<file path="config.mk">
export PLATFORM = sky130hd
export DESIGN_NAME = booth_mac_accumulator_flat
export DESIGN_NICKNAME = d
export VERILOG_FILES = /design/src/rtl/booth_mac_accumulator_if.sv /design/src/rtl/booth_mac_accumulator.sv /design/src/flat_wrapper.sv
export SDC_FILE = /design/constraint.sdc
export NUM_CORES = 1
export LEC_CHECK = 0
export CORE_MARGIN = 8
export CORE_UTILIZATION = 59
export DETAILED_ROUTE_END_ITERATION = 8
export GPL_TIMING_DRIVEN = 0
export PLACE_DENSITY_LB_ADDON = 0.15
export SYNTH_ARGS = -nofsm -noshare
export SYNTH_HDL_FRONTEND = slang
export SYNTH_SLANG_ARGS = --single-unit
</file>
<file path="constraint.sdc">
create_clock -name CLK -period 4.2 [get_ports CLK]
set_input_delay 1.26 -clock CLK [delete_from_list [all_inputs] [get_ports CLK]]
set_output_delay 1.26 -clock CLK [all_outputs]
set_load 0.005 [all_outputs]
</file>
<file path="src/rtl/booth_mac_accumulator_if.sv">
// booth_mac_accumulator_if: product input, result output and clear for the Booth MAC accumulator
interface booth_mac_accumulator_if #(
  parameter int PROD_W = 16,
  parameter int ACC_W  = 24
);
  logic              clear;
  logic              in_valid;
  logic              in_ready;
  logic [PROD_W-1:0] product;
  logic              out_valid;
  logic              out_ready;
  logic [ACC_W-1:0]  out_sum;
  logic              out_ovf;
  modport slave (
    input  clear, in_valid, product, out_ready,
    output in_ready, out_valid, out_sum, out_ovf
  );
  modport master (
    output clear, in_valid, product, out_ready,
    input  in_ready, out_valid, out_sum, out_ovf
  );
endinterface

</file>
<file path="src/rtl/booth_mac_accumulator.sv">
// booth_mac_accumulator: sums LEN signed Booth products into an ACC_W dot product with sticky overflow flag.
// Define BOOTH_MAC_SATURATE_EN to clamp the accumulator on overflow instead of wrapping.
module booth_mac_accumulator #(
  parameter int PROD_W = 16,
  parameter int ACC_W  = 24,
  parameter int LEN    = 4
) (
  input logic CLK,
  input logic RST,
  booth_mac_accumulator_if.slave bus
);
  localparam int CNT_W = $clog2(LEN) + 1;
  typedef enum logic {ACCUM, HOLD} state_t;
  state_t state, state_nx;
  logic signed [ACC_W-1:0] acc, ext, add, acc_nx;
  logic [CNT_W-1:0] cnt;
  logic ovf, add_ovf, take, last;
  logic [ACC_W-1:0] sum_q;
  logic ovf_q;
  always_comb begin
    ext     = ACC_W'(signed'(bus.product[PROD_W-1:0]));
    add     = acc + ext;
    add_ovf = (acc[ACC_W-1] == ext[ACC_W-1]) && (add[ACC_W-1] != acc[ACC_W-1]);
`ifdef BOOTH_MAC_SATURATE_EN
    acc_nx  = add_ovf ? (ext[ACC_W-1] ? {1'b1, {(ACC_W-1){1'b0}}} : {1'b0, {(ACC_W-1){1'b1}}}) : add;
`else
    acc_nx  = add;
`endif
    take     = state == ACCUM && bus.in_valid;
    last     = cnt == CNT_W'(LEN - 1);
    state_nx = bus.clear ? ACCUM :
               take && last ? HOLD :
               state == HOLD && bus.out_ready ? ACCUM : state;
  end
  always_ff @(posedge CLK)
    state <= RST ? ACCUM : state_nx;
  // a handshaken result and clear both restart the dot product from zero
  always_ff @(posedge CLK) begin
    if (RST) begin
      acc   <= '0;
      cnt   <= '0;
      ovf   <= 1'b0;
      sum_q <= '0;
      ovf_q <= 1'b0;
    end else if (bus.clear || (state == HOLD && bus.out_ready)) begin
      acc <= '0;
      cnt <= '0;
      ovf <= 1'b0;
    end else if (take) begin
      acc <= acc_nx;
      cnt <= cnt + CNT_W'(1);
      ovf <= ovf | add_ovf;
      if (last) begin
        sum_q <= acc_nx;
        ovf_q <= ovf | add_ovf;
      end
    end
  end
  assign bus.in_ready  = state == ACCUM;
  assign bus.out_valid = state == HOLD;
  assign bus.out_sum   = sum_q;
  assign bus.out_ovf   = ovf_q;
endmodule

</file>
<file path="src/flat_wrapper.sv">
// flat-port wrapper written by rule: the top's interface ports become plain ports
module booth_mac_accumulator_flat 
#(
  parameter int PROD_W = 16,
  parameter int ACC_W  = 24,
  parameter int LEN    = 4
)
  (CLK, RST, bus_clear, bus_in_valid, bus_product, bus_out_ready, bus_in_ready, bus_out_valid, bus_out_sum, bus_out_ovf);
  booth_mac_accumulator_if #(.PROD_W(PROD_W), .ACC_W(ACC_W)) bus_i ();
  input logic CLK;
  input logic RST;
  input wire logic [$bits(bus_i.clear)-1:0] bus_clear;
  input wire logic [$bits(bus_i.in_valid)-1:0] bus_in_valid;
  input wire logic [$bits(bus_i.product)-1:0] bus_product;
  input wire logic [$bits(bus_i.out_ready)-1:0] bus_out_ready;
  output wire logic [$bits(bus_i.in_ready)-1:0] bus_in_ready;
  output wire logic [$bits(bus_i.out_valid)-1:0] bus_out_valid;
  output wire logic [$bits(bus_i.out_sum)-1:0] bus_out_sum;
  output wire logic [$bits(bus_i.out_ovf)-1:0] bus_out_ovf;
  assign bus_i.clear = bus_clear;
  assign bus_i.in_valid = bus_in_valid;
  assign bus_i.product = bus_product;
  assign bus_i.out_ready = bus_out_ready;
  assign bus_in_ready = bus_i.in_ready;
  assign bus_out_valid = bus_i.out_valid;
  assign bus_out_sum = bus_i.out_sum;
  assign bus_out_ovf = bus_i.out_ovf;
  booth_mac_accumulator #(.PROD_W(PROD_W), .ACC_W(ACC_W), .LEN(LEN)) u_core (.CLK(CLK), .RST(RST), .bus(bus_i));
endmodule
</file>
==> flow_metrics.tcl <==
set metrics [dict create \
    post-cts-setup-buffer-count 0 \
    antenna-diode-count 0 \
    core_area_um2 5510 \
    arrival_ns 4.03 \
    max-vdd-ir-drop_mv 0.180 \
    placedInstanceArea_um2 3910 \
    post_route_setup_tns_ns 0 \
    groute.usage.overall_pct 21.8 \
    rsz0062_at_grt "no" \
    drtPass1Iterations 4 \
    final-hold-violation-count 0 \
    final_antenna_net_count 0 \
    detail_route.vias_per_cell 6.13 \
    nets 532 \
    clock_tree_from_tritoncts "yes" \
    timing.max_cap.violations 0 \
    met2RoutedLength_mm 4.64 \
    overflow 0 \
    n_fill_cell 449 \
    dr_wl_met3_um 605 \
    layout.cells.most_common_list "sky130_fd_sc_hd__nand2_1, sky130_fd_sc_hd__a21oi_1, sky130_fd_sc_hd__dfxtp_1" \
    grt_pass1_vias 3108 \
    detailedPlacementHpwl_mm 7.19 \
    routabilityCongestion 0.953 \
    count_of_final_setup_violators 0 \
    grt_max_degree 18 \
    route.final.wire_length_mm 9.51 \
    stdcell_area_um2 4010 \
    htree_levels 2 \
    synthCells 432 \
    routed-via-count 3420 \
    io-pin-count 48 \
    placement_rows 27 \
    synth_enable_flop_cells 0 \
    leakage_nw 1.55 \
    yosys_most_used_dff "sky130_fd_sc_hd__dfxtp_1" \
    die_area_um2 8370 \
    m1_wl_mm 4.16 \
    syn2layout_area_growth_pct 19.3 \
    fin_crit_sh_pct 90.0 \
    status "completed" \
    area.sequential_um2 1080 \
    synthDistinctLibCells 54 \
    cp-end-kind "flip-flop" \
    clkPwrFrac_pct 29.6 \
    fmaxAchievable_ghz 0.265 \
    die_h_um 91.5 \
    timing_worst_slew_pin_value_ns 1.30 \
    setup.worst_path.start_class "input pin" \
    numClockSinks 54 \
    syn_avg_cell_area_um2 7.79 \
    grt_first_pass_wirelength_mm 15.2 \
    drcViolationCount 0 \
    yosys_warnings 0 \
    critical_path_required_ns 4.45 \
    internal-power_w 0.000745 \
    die-width_um 91.5 \
    drtIter0Drc 231 \
    area_of_the_mapped_netlist_um2 3360 \
    headroom_to_the_max_slew_limit_pct 12.6 \
    dr.max_layer_used "met4" \
    ys_ff_latch 54 \
    post_synthesis_sequential_area_ratio_pct 32.1 \
    holdCritPathClass "reg2reg" \
    pwr_density_cell_nw_per_um2 267 \
    crit_type "in2reg" \
    fin_worst_skew_ns 0.0113 \
    initial_antenna_violation_count 0 \
    worst_setup_hold_path_clk_slew_ns 0.11 \
    cts.hold.buffers_added 0 \
    share_of_final_layout_standard_cells_stronger_than_drive_strength_1_pct 5.76 \
    worst-path-max-fanout 14 \
    finalMaxSlewViolations 0 \
    io_buffer_count 46 \
    ctsResizeCount 0 \
    avgRoutedWirePerCell_um 17.0 \
    multiInputGateArea_um2 2160 \
    power.sequential.fraction_pct 49.5 \
    final.min_clock_period_ns 3.78 \
    tritoncts.num_buffers 5 \
    async_reset_ff_share_pct 0 \
    starting_density_of_the_core_pct 61.1 \
    sw_frac_of_total_pct 30.4 \
    power.net_switching_w 0.000325 \
    layout.cells.most_common "sky130_fd_sc_hd__nand2_1" \
    fraction_of_power_consumed_by_combinational_cells_pct 20.9 \
    synth_fp_nets 479 \
    cts_root_buffer "sky130_fd_sc_hd__clkbuf_8" \
    worst_skew_pair.late_latency_ns 0.31 \
    max-clock-path-buffers 2 \
]
## cell families (layout without fill, tap and decap cells)
| logic type | Yosys count | after routing | synth area share, % |
|---|---|---|---|
| simple gates | 186 | 186 | 27.4 |
| compound gates | 118 | 118 | 22.3 |
| flops | 54 | 54 | 32.1 |
| buf+inv | 31 | 85 | 3.76 |
| fa+ha+maj | 26 | 26 | 9.90 |
| xor+xnor | 14 | 14 | 3.65 |
| mux | 3 | 3 | 0.893 |
## per-stage QoR
stage               hold slack, ns  power (W)  cells  utilization [%]  setup WS (ns)
global route                 0.481    0.00112    558             72.9          0.252
global placement             0.442   0.000755    550             71.1          0.211
floorplan                    0.436   0.000693    432                -           1.10
CTS                          0.462    0.00107    558             72.9          0.495
detailed placement           0.447   0.000759    550             71.1          0.166
finish                       0.462    0.00107    558             72.9          0.420
## final cells by class
type,instances,share of cell area (%)
Tap cell,72,2.24
Clock inverter,2,0.436
Buffer,27,2.77
Sequential cell,54,26.9
Clock buffer,6,2.06
Inverter,4,0.374
Multi-Input combinational cell,347,53.7
Timing Repair Buffer,46,11.5
## layer usage
layer,track usage [%],vias up
li1,-,1664
met1,26.5,1607
met2,38.8,139
met3,3.95,10
met4,4.77,0
met5,0,-
## critical path: stages
cell and delay (ns):
sky130_fd_sc_hd__clkdlybuf4s50_1 0.69, sky130_fd_sc_hd__ha_1 0.59, sky130_fd_sc_hd__nand4_1 0.15, sky130_fd_sc_hd__nor2_1 0.23, sky130_fd_sc_hd__nand2_1 0.10, sky130_fd_sc_hd__o211ai_2 0.24, sky130_fd_sc_hd__mux2i_1 0.17, sky130_fd_sc_hd__or4_1 0.49
sky130_fd_sc_hd__nand2_1 0.09
## flip-flops by register name, indices dropped and copies added, names as in the netlist
signal / count
u_core.bus.out_valid: 1
u_core.bus.out_sum: 24
u_core.acc: 24
u_core.bus.out_ovf: 1
u_core.ovf: 1
u_core.cnt: 3
## synth_stat cells, types with 6 or more instances
library cell / count / area, um^2
sky130_fd_sc_hd__o21ai_0: 16 / 80.1
sky130_fd_sc_hd__or4_1: 10 / 75.1
sky130_fd_sc_hd__nand4_1: 8 / 50.1
sky130_fd_sc_hd__a211oi_1: 7 / 52.6
sky130_fd_sc_hd__nand3_1: 20 / 100
sky130_fd_sc_hd__nand3b_1: 14 / 105
sky130_fd_sc_hd__nand2_1: 84 / 315
sky130_fd_sc_hd__a21o_1: 6 / 45.0
sky130_fd_sc_hd__nor2_1: 22 / 82.6
sky130_fd_sc_hd__clkbuf_1: 17 / 63.8
sky130_fd_sc_hd__xor2_1: 9 / 78.8
sky130_fd_sc_hd__dfxtp_1: 54 / 1080
sky130_fd_sc_hd__nor3_1: 10 / 50.1
sky130_fd_sc_hd__ha_1: 25 / 313
sky130_fd_sc_hd__a21oi_1: 60 / 300
sky130_fd_sc_hd__buf_2: 6 / 30.0
## power groups by stage
stage / Clock [W] / Sequential [W] / Combinational [W]
after CTS: 0.000323 / 0.000530 / 0.000219
after global routing: 0.000341 / 0.000532 / 0.000243
final: 0.000317 / 0.000530 / 0.000223
after floorplan: 0 / 0.000540 / 0.000153
after detailed placement: 0 / 0.000542 / 0.000218
after global placement: 0 / 0.000541 / 0.000214
## path summary, 6_finish.rpt
check                                            from  depth (start not counted)  slack, ns                     to
worst min register to register  u_core.bus.out_sum[3]                          2       0.46  u_core.bus.out_sum[3]
worst max-delay path                  bus_product[15]                          9       0.42         u_core.acc[23]
worst min-delay path            u_core.bus.out_sum[3]                          2       0.46  u_core.bus.out_sum[3]
worst max register to register          u_core.acc[0]                          9       1.60         u_core.acc[20]
No activity file was read; power rests on OpenSTA's default activity.
